==> src/rtl/fpu_pkg.sv <==
// fpu_pkg: shared types and encodings for the FP sequencer
package fpu_pkg;
  typedef enum logic [1:0] {IDLE, EXEC, WB} fpu_seq_state_t;
  localparam logic [6:0] FADD = 7'b0000000;
  localparam logic [6:0] FSUB = 7'b0000100;
  localparam logic [6:0] FMUL = 7'b0001000;
  localparam logic [6:0] FDIV = 7'b0001100;
  localparam logic [2:0] RNE = 3'b000;
  localparam logic [2:0] RTZ = 3'b001;
  localparam logic [2:0] RDN = 3'b010;
  localparam logic [2:0] RUP = 3'b011;
  localparam logic [2:0] RMM = 3'b100;
  localparam logic [2:0] DYN = 3'b111;
  localparam int FLAG_NV = 4;
  localparam int FLAG_DZ = 3;
  localparam int FLAG_OF = 2;
  localparam int FLAG_UF = 1;
  localparam int FLAG_NX = 0;
endpackage

==> src/rtl/fpu_lat_decode.sv <==
// fpu_lat_decode: maps funct7 to latency-1, resolves rounding mode and flags illegal ops
module fpu_lat_decode
  import fpu_pkg::*;
#(
  parameter int ADDSUB_LAT = 3,
  parameter int MUL_LAT = 3,
  parameter int DIV_LAT = 12,
  parameter int CNT_W = 4
) (
  input  logic [6:0]       funct7,
  input  logic [2:0]       rm,
  input  logic [2:0]       frm,
  output logic [CNT_W-1:0] cnt_init,
  output logic [2:0]       rm_eff,
  output logic             illegal
);
  logic f7_ok;
  always_comb begin
    rm_eff = (rm == DYN) ? frm : rm;
    f7_ok = (funct7 == FADD) || (funct7 == FSUB) || (funct7 == FMUL) || (funct7 == FDIV);
    cnt_init = (funct7 == FDIV) ? CNT_W'(DIV_LAT - 1)
             : (funct7 == FMUL) ? CNT_W'(MUL_LAT - 1)
             : CNT_W'(ADDSUB_LAT - 1);
    illegal = !f7_ok || (rm_eff > RMM);
  end
endmodule

==> src/rtl/fpu_sequencer.sv <==
// fpu_sequencer: issues one FP op at a time, times FPU latency, then writes back result and flags
module fpu_sequencer
  import fpu_pkg::*;
#(
  parameter int ADDSUB_LAT = 3,
  parameter int MUL_LAT = 3,
  parameter int DIV_LAT = 12,
  parameter int CNT_W = 4
) (
  input  logic        clk,
  input  logic        n_rst,
  input  logic        issue_valid,
  output logic        issue_ready,
  input  logic [6:0]  issue_funct7,
  input  logic [4:0]  issue_rs1,
  input  logic [4:0]  issue_rs2,
  input  logic [4:0]  issue_rd,
  input  logic [2:0]  issue_rm,
  input  logic [2:0]  fcsr_frm,
  input  logic        flush,
  output logic [4:0]  rf_rs1,
  output logic [4:0]  rf_rs2,
  output logic [6:0]  fpu_funct7,
  output logic [2:0]  fpu_frm,
  input  logic [31:0] fpu_result,
  input  logic [4:0]  fpu_flags,
  output logic        wb_en,
  output logic [4:0]  wb_rd,
  output logic [31:0] wb_data,
  output logic        flags_we,
  output logic [4:0]  flags_out,
  output logic        illegal_op,
  output logic        busy
);
  fpu_seq_state_t state_q, state_d;
  logic [CNT_W-1:0] cnt_q, cnt_d, cnt_init;
  logic [4:0] rs1_q, rs1_d, rs2_q, rs2_d, rd_q, rd_d, flags_q, flags_d;
  logic [6:0] f7_q, f7_d;
  logic [2:0] frm_q, frm_d, rm_eff;
  logic [31:0] data_q, data_d;
  logic ill_q, ill_d, illegal, accept, legal, expire;
  fpu_lat_decode #(
    .ADDSUB_LAT(ADDSUB_LAT),
    .MUL_LAT(MUL_LAT),
    .DIV_LAT(DIV_LAT),
    .CNT_W(CNT_W)
  ) u_dec (
    .funct7(issue_funct7),
    .rm(issue_rm),
    .frm(fcsr_frm),
    .cnt_init(cnt_init),
    .rm_eff(rm_eff),
    .illegal(illegal)
  );
  always_ff @(posedge clk or negedge n_rst) begin
    if (!n_rst) begin
      state_q <= IDLE;
      cnt_q <= '0;
      rs1_q <= '0;
      rs2_q <= '0;
      rd_q <= '0;
      f7_q <= '0;
      frm_q <= '0;
      data_q <= '0;
      flags_q <= '0;
      ill_q <= 1'b0;
    end else begin
      state_q <= state_d;
      cnt_q <= cnt_d;
      rs1_q <= rs1_d;
      rs2_q <= rs2_d;
      rd_q <= rd_d;
      f7_q <= f7_d;
      frm_q <= frm_d;
      data_q <= data_d;
      flags_q <= flags_d;
      ill_q <= ill_d;
    end
  end
  always_comb begin
    state_d = (state_q == IDLE) ? (legal ? EXEC : IDLE)
            : (state_q == EXEC) ? (flush ? IDLE : (cnt_q == '0) ? WB : EXEC)
            : IDLE;
  end
  always_comb begin
    accept = issue_valid && issue_ready;
    legal = accept && !illegal;
    ill_d = accept && illegal;
    expire = (state_q == EXEC) && !flush && (cnt_q == '0);
    cnt_d = legal ? cnt_init
          : (state_q == EXEC) ? ((flush || cnt_q == '0) ? '0 : cnt_q - CNT_W'(1))
          : cnt_q;
    rs1_d = legal ? issue_rs1 : rs1_q;
    rs2_d = legal ? issue_rs2 : rs2_q;
    rd_d = legal ? issue_rd : rd_q;
    f7_d = legal ? issue_funct7 : f7_q;
    frm_d = legal ? rm_eff : frm_q;
    data_d = expire ? fpu_result : data_q;
    flags_d = expire ? fpu_flags : flags_q;
  end
  always_comb begin
    issue_ready = (state_q == IDLE) && !flush;
    busy = state_q != IDLE;
    wb_en = (state_q == WB) && !flush;
    flags_we = (state_q == WB) && !flush;
    wb_rd = rd_q;
    wb_data = data_q;
    flags_out = flags_q;
    rf_rs1 = rs1_q;
    rf_rs2 = rs2_q;
    fpu_funct7 = f7_q;
    fpu_frm = frm_q;
    illegal_op = ill_q;
  end
endmodule

==> config.mk <==
export PLATFORM = sky130hd
export DESIGN_NAME = fpu_sequencer
export DESIGN_NICKNAME = d
export VERILOG_FILES = /design/src/rtl/fpu_pkg.sv /design/src/rtl/fpu_lat_decode.sv /design/src/rtl/fpu_sequencer.sv
export SDC_FILE = /design/constraint.sdc
export NUM_CORES = 1
export LEC_CHECK = 0
export ABC_AREA = 1
export BUFFER_PORTS_ARGS = -buffer_cell sky130_fd_sc_hd__buf_2
export CAP_MARGIN = 0
export CORE_ASPECT_RATIO = 0.7
export CORE_MARGIN = 2
export CORE_UTILIZATION = 41
export DETAILED_ROUTE_END_ITERATION = 10
export GPL_ROUTABILITY_DRIVEN = 0
export PLACE_DENSITY = 0.83
export REMOVE_ABC_BUFFERS = 1
export SLEW_MARGIN = 5
export SYNTH_ARGS = -nofsm -noshare
export SYNTH_HDL_FRONTEND = slang
export SYNTH_SLANG_ARGS = --single-unit
==> constraint.sdc <==
create_clock -name clk -period 1.4 [get_ports clk]
set_clock_uncertainty 0.2 [all_clocks]
set_input_delay 0.21 -clock clk [delete_from_list [all_inputs] [get_ports clk]]
set_output_delay 0.21 -clock clk [all_outputs]
set_load 0.01 [all_outputs]
==> impl_results.md, run 1 <==
- Status: complete, but fails checks
- Violated checks: setup timing
- Die width: 103 µm
- Mapped Avg Cell Area: a little under 9 µm²
- Starting density of the core: 42.0%
- DRT Pass-1 Iters: 5
- Port buffer count: approximately 140
- Critical setup path kind: register to register
- Biggest cell delay along the critical path: 0.37 ns
- Fin nets: between 600 and 700
- Core ar.: about 0.0067 mm²
- Setup violators final: between 70 and 80
- Relative slew slack: between 60% and 70%
- Period minus WS final: about 1.7 ns
- Die area: 0.00755 mm²
- WP buf/inv: 2
- Pin count of the biggest net entering global routing: 70
- Critical path arrival: ~1.7 ns
- Pwr Total: around 4.5 mW
- Detail-routed net length per standard cell: between 10 and 15 µm
- Netlist Area Pre-Place: between 0.002 and 0.003 mm²
- Final worst setup slack: -0.267 ns
- Vias/cell: approximately 4.6
- Register area share after synthesis: 61.4%
- Setup TNS: -11.75 ns
- WP data required: 1.47 ns
- P&R area growth vs syn: 82.9%
- Fin. max-slew vios: 0
- Psw: roughly 1.2 mW
- Final hold vios: 0
- Clock power frac: between 30% and 40%
- H-tree levels: 3
- Part of the power in registers: roughly half
- RSZ-0062 raised after global routing: yes
- Die Y: 73.3 µm
- CTS max path bufs: 2
- Tcrit/Tclk final: 119%
- CTS tree: built
- Total Wirelength: approximately 9600 µm
- Share of cells above drive strength 1: between 50% and 60%
- First-pass GRT wire length: approximately 14,000 µm
- HP Class: primary input to register
- Worst-path clk slew: approximately 0.07 ns
- Slew @ Worst Pin: about 0.49 ns
- I/O pin count: around 140
- Crit end category: register
- Sw Share: between 20% and 30%
- Rows: 25
- CP max FO: 2
- Drc violations: 0
- 1st-iter DRT viols: roughly 130
- Final ANT Viol Nets: 0
- Cell Pwr Density: 876 mW/mm²
- CTS root buffer: clkbuf_8
- FF+latch count, synth: between 60 and 70
- HPWL after DPL: 4610 µm
- Startpoint types: register
- Clock Latency Late Sink: 0.34 ns
- Crit-path cells: inv_2 -> ha_4 -> nand3_2 -> inv_2 -> or2_2 -> nor2_1 -> nand2_1 -> nand2_1 -> nand2_1 -> nand2_1
- Inserted Clock Buffers: 9
- Final instance area: ~0.0051 mm²
- Placed inst area: ~0.0037 mm²
- P_leak: slightly below 3 nW
- Synth cell types: 25
- Initial antenna violation count: 0
- # diodes: 0
- YS warnings: 0
- Int Pwr: roughly 3.3 mW
- Worst path most repeated cell: nand2_1
- Max cap viols: 0
- Max Freq: 600 MHz
- Top Family by Delay on Critical Path: simple AND/OR/NAND/NOR gates
- CTS sink cnt: approximately 70
- Logic pwr share: between 20% and 30%
- Cells after synthesis: between 300 and 400
- GR Util All Layers: approximately a quarter
- Slowest-stage cell, CP: dfrtp_1
- Max VDD drop: a little under 0.7 mV
- Vias: a little over 3,000
- Vias in the first global route: roughly 3,000
- Gr ovfl total: 0
stage by stage:
stage	hold slack, ns	utilization, %	instances	setup slack (ns)
5_1_grt	0.0448	76.9	659	-0.314
3_5_place_dp	0.0666	55.6	564	-0.288
2_1_floorplan	-0.286	-	312	-1.03
3_3_place_gp	0.0556	55.6	564	-0.249
4_1_cts	0.0296	72.1	652	-0.196
6_report	0.0420	76.9	659	-0.267
final cells by class:
type | count | area [µm²]
clock inverter | 4 | 25.0
clock buffer | 11 | 141
fill | 452 | 1550
timing repair inverter | 2 | 20.0
timing repair buffer | 233 | 1750
multi-input combinational | 226 | 1270
inverter | 20 | 92.6
tap | 94 | 118
sequential | 69 | 1730
state kept, by name, summed over array words and instances, names as in the netlist:
register    cells
rf_rs1          5
fpu_funct7      7
state_q         2
wb_data        32
rf_rs2          5
illegal_op      1
cnt_q           4
fpu_frm         3
flags_out       5
wb_rd           5
routing by layer:
| layer | share of wire, % | GRT usage, % |
|---|---|---|
| met1 | 39 | 30.5 |
| met2 | 54 | 41.6 |
| met3 | 5.9 | 5.80 |
| met4 | 1.5 | 9.50 |
| met5 | 0 | 0 |
cells in the final DEF (no fill, tap or decap), types with 2 or more instances in the layout:
cell,n
buf_4,20
nand3_4,4
buf_12,5
buf_2,134
nor2_2,2
clkinvlp_4,2
clkbuf_16,2
inv_6,2
nand2_2,49
dlygate4sd3_1,55
clkbuf_8,10
dfrtp_1,69
inv_1,6
buf_16,2
nand2_4,16
clkinv_2,2
nand2_1,130
inv_2,12
nor2_1,4
nand3_1,4
buf_6,14
synth_stat cells (all sizes together):
| cell | number | area, µm² |
|---|---|---|
| o21ai | 2 | 10.0 |
| xnor2 | 1 | 8.76 |
| nor3b | 1 | 18.8 |
| ha | 2 | 25.0 |
| dfrtp | 69 | 1730 |
| o22ai | 1 | 6.26 |
| inv | 19 | 71.3 |
| o21a | 1 | 7.51 |
| a21boi | 1 | 7.51 |
| xor2 | 1 | 8.76 |
| or2 | 1 | 6.26 |
| and3 | 1 | 6.26 |
| clkinv | 1 | 5.00 |
| nor2 | 7 | 26.3 |
| nand4 | 1 | 6.26 |
| o221ai | 1 | 8.76 |
| buf | 13 | 81.3 |
| nand3 | 6 | 42.5 |
| nor3 | 1 | 5.00 |
| nand2 | 195 | 734 |
tightest hold or removal path, cell delays in order:
cell     delay [ns]
buf_2          0.11
nand2_1        0.07
buf_4          0.11
o21ai_2        0.05
power groups by stage:
stage,clock [mW],combinational [mW],sequential [mW]
finish,1.39,0.923,2.19
global route,1.50,1.00,2.20
CTS,1.43,0.816,2.17
detailed placement,0,0.627,2.21
global placement,0,0.600,2.20
floorplan,0,0.228,2.25
path summary, 6_finish.rpt:
| path | from | endpoint | slack (ns) | depth (start not counted) |
|---|---|---|---|---|
| hold reg to reg | wb_data[17] | wb_data[17] | 0.28 | 2 |
| setup reg to reg | cnt_q[0] | cnt_q[0] | -0.27 | 10 |
| hold / removal | issue_rm[0] | fpu_frm[0] | 0.04 | 4 |
| max in group asynchronous | n_rst | flags_out[0] | 0.48 | 3 |
| setup / recovery | cnt_q[0] | cnt_q[0] | -0.27 | 10 |
| min in group asynchronous | n_rst | wb_rd[4] | 0.24 | 3 |
logic make-up (layout without fill, tap and decap cells):
logic type	count (synthesis)	in the layout	synth area share [%]
AND/OR/NAND/NOR	213	216	30.1
flip-flops	69	69	61.4
buffers and inverters	33	270	5.60
AO/OA/AOI/OAI	6	6	1.42
adder cells (fa/ha/maj)	2	2	0.890
XOR/XNOR	2	2	0.623
repair_timing:
| action | 4_1_cts | 5_1_grt |
|---|---|---|
| pin swaps | 8 | 31 |
| setup endpoints to repair | 72 | 73 |
| gates cloned | 7 | 4 |
| hold endpoints to repair | 123 | 0 |
| gates resized for setup | 60 | 81 |
| setup buffers | 11 | 6 |
| hold buffers | 55 | 0 |
No activity file was read; power rests on OpenSTA's default activity.
==> run 2: changes to the inputs <==
--- a/config.mk
+++ b/config.mk
@@ -10,12 +10,12 @@
 export CAP_MARGIN = 0
 export CORE_ASPECT_RATIO = 0.7
 export CORE_MARGIN = 2
-export CORE_UTILIZATION = 41
+export CORE_UTILIZATION = 42
 export DETAILED_ROUTE_END_ITERATION = 10
 export GPL_ROUTABILITY_DRIVEN = 0
-export PLACE_DENSITY = 0.83
-export REMOVE_ABC_BUFFERS = 1
+export PLACE_DENSITY = 0.84
 export SLEW_MARGIN = 5
 export SYNTH_ARGS = -nofsm -noshare
 export SYNTH_HDL_FRONTEND = slang
+export SYNTH_HIERARCHICAL = 1
 export SYNTH_SLANG_ARGS = --single-unit
==> run 2 against run 1 <==
  * Cell count up 3.2%
  * Sequential cell count unchanged
  * Die area up 1.2%
  * The run still ends with setup timing left
  * Critical path type is now register to primary output
  * Largest cell class unchanged
  * Synthesized cell count up 8.0%
  * Critical endpoint is now flags_we
  * Register-to-register slack better by 0.02 ns
==> impl_results.md, run 2 <==
- 1st-iter DRT viols: roughly 180
- Top FF cell, synth: dfrtp_1
- Most frequent cells in the layout: nand2_1, buf_2, dfrtp_1, dlygate4sd3_1, buf_4
- Max Freq: between 500 and 600 MHz
- Commonest non-fill, non-tap cell in the layout: nand2_1
- P&R area growth vs syn: 71.0%
- Worst-path clk slew: roughly 0.080 ns
- Yosys top cell by area: dfrtp_1
- Tcrit/Tclk final: 121%
- Critical path arrival: around 1.3 ns
- Detail-routed net length per standard cell: 14.5 µm
- EDFF count, synth: 0
- Register area share after synthesis: between 50% and 60%
- Share of cells above drive strength 1: between 30% and 40%
- YS warnings: 6
- Ys async rst share: between 90% and 100%
- Final ANT Viol Nets: 0
- Setup violators final: 72
- Max cap viols: 0
- Crit path from: state_q[0]
- First-pass GRT wire length: between 10,000 and 15,000 µm
- Fin nets: 651
- # diodes: 0
- Syn_nets: 421
- Final worst setup slack: -0.296 ns
- Cells after synthesis: 351
- Startpoint types: register
- Vias/cell: between 4 and 5
- Synth cell types: 24
- Rows: 25
- Core ar.: ~0.0067 mm²
- Max VDD drop: 0.792 mV
- Mapped Avg Cell Area: 8.31 µm²
- Die area: 0.00764 mm²
- CTS sink cnt: between 60 and 70
- Cell Pwr Density: 952 mW/mm²
- RSZ-0062 raised after global routing: yes
- FILL cells: 468
- Area share of the largest cell type after synthesis: 59.2%
- Period minus WS final: approximately 1.7 ns
- Violated checks: setup timing
- Vias in the first global route: between 3,000 and 4,000
- Drc violations: 0
- Starting density of the core: about 43%
- Die width: 104 µm
- Pin count of the biggest net entering global routing: 70
- Netlist Area Pre-Place: between 0.002 and 0.003 mm²
- I/O pin count: between 100 and 150
- GR Util All Layers: ~24%
- H-tree levels: 3
- HPWL after DPL: between 5000 and 6000 µm
- Die Y: 73.7 µm
- Status: complete, but fails checks
- CTS max path bufs: 2
- CTS root buffer: clkbuf_8
- Worst Min Path Start: issue_funct7[6]
- Gr ovfl total: 0
- Vias: roughly 3,200
- Inserted Clock Buffers: 9
- CTS tree: built
- WP data required: 0.99 ns
- Pre-CTS WS: -0.301 ns
- Final hold vios: 0
- Fin. max-slew vios: 0
- Crit end category: primary output
- P_leak: between 2 and 3 nW
- FF+latch count, synth: 69
- Top cells by area, synth: dfrtp_1, nand2_1, buf_6
- FF-to-FF setup slack: -0.25 ns
- Clock Latency Late Sink: ~0.34 ns
- Final Util: ~74%
- Count leader, synth: nand2_1
- Initial antenna violation count: 0
- DRT Pass-1 Iters: 5
- R2R Path Start: state_q[0]
- Max FFs per register: 32
- CP max FO: 3
- Critical setup path kind: register to primary output
- HP Class: primary input to register
- Total Wirelength: approximately 9900 µm
- Synth top cells by count: nand2_1, dfrtp_1, inv_1
- Port buffer count: 135
==> run 2: area by class of cell <==
class                           count  area [µm²]  area share (%)
Tap cell                           94         118            2.36
Sequential cell                    69        1730            34.6
Clock buffer                       10         128            2.56
Inverter                           16        72.6            1.45
Timing Repair Buffer              235        1750            35.1
Multi-Input combinational cell    250        1120            22.5
Clock inverter                      6        71.3            1.43
==> run 2: cells by family (layout without fill, tap and decap cells) <==
kind of cell	after synthesis	after routing	synth area share, %
and+or+nand+nor	241	242	32.4
DFF	69	69	59.2
buffers and inverters	33	267	6.60
AOI/OAI and AO/OA	4	4	0.857
other	2	2	0.257
adders and majority gates	1	1	0.429
xor gates and xnor gates	1	1	0.300
==> run 2: power by group <==
group | switching [mW] | internal (mW) | leakage (nW)
Clock | 0.806 | 0.839 | 0.0935
Combinational | 0.429 | 0.436 | 1.89
Sequential | 0.0929 | 2.15 | 0.942
==> run 2: worst paths after layout <==
kind,end,depth (start not counted)
max reg2reg,flags_out[4],10
max,flags_we,3
min in group asynchronous,wb_rd[2],3
min,illegal_op,5
min reg2reg,wb_data[25],2
max in group asynchronous,flags_out[3],3
==> run 2: repair_timing <==
action	in CTS	in global routing
resized for setup	14	24
hold buffers	61	0
pin swaps	5	11
setup buffers	5	3
endpoints found under the setup margin	71	72
cloned	2	3
hold endpoints to repair	129	0
==> run 2: metrics by stage <==
stage,instances,cell area [µm²],setup TNS [ns],hold WS (ns),power (mW)
finish,680,4990,-14.55,0.0854,4.75
global route,680,4990,-19.24,0.0936,4.98
CTS,674,4820,-11.41,0.0543,4.74
detailed placement,591,3880,-12.01,0.0647,2.96
global placement,591,3880,-8.67,0.0590,2.93
floorplan,351,2970,-0.0213,-0.286,2.55
==> run 2: critical path, stage by stage, from the launching register on <==
cell,delay [ns]
dfrtp_1,0.42
buf_4,0.16
nor3_4,0.20
buf_2,0.17
==> run 2: routing by layer <==
layer	share of wire, %	routed length (µm)	vias up	GRT usage (%)
met5	0	0	-	0
met4	3.0	294	0	12.6
met3	5.5	540	28	6.21
met2	51	5050	153	43.7
met1	40	3990	1512	27.8
li1	-	-	1515	-
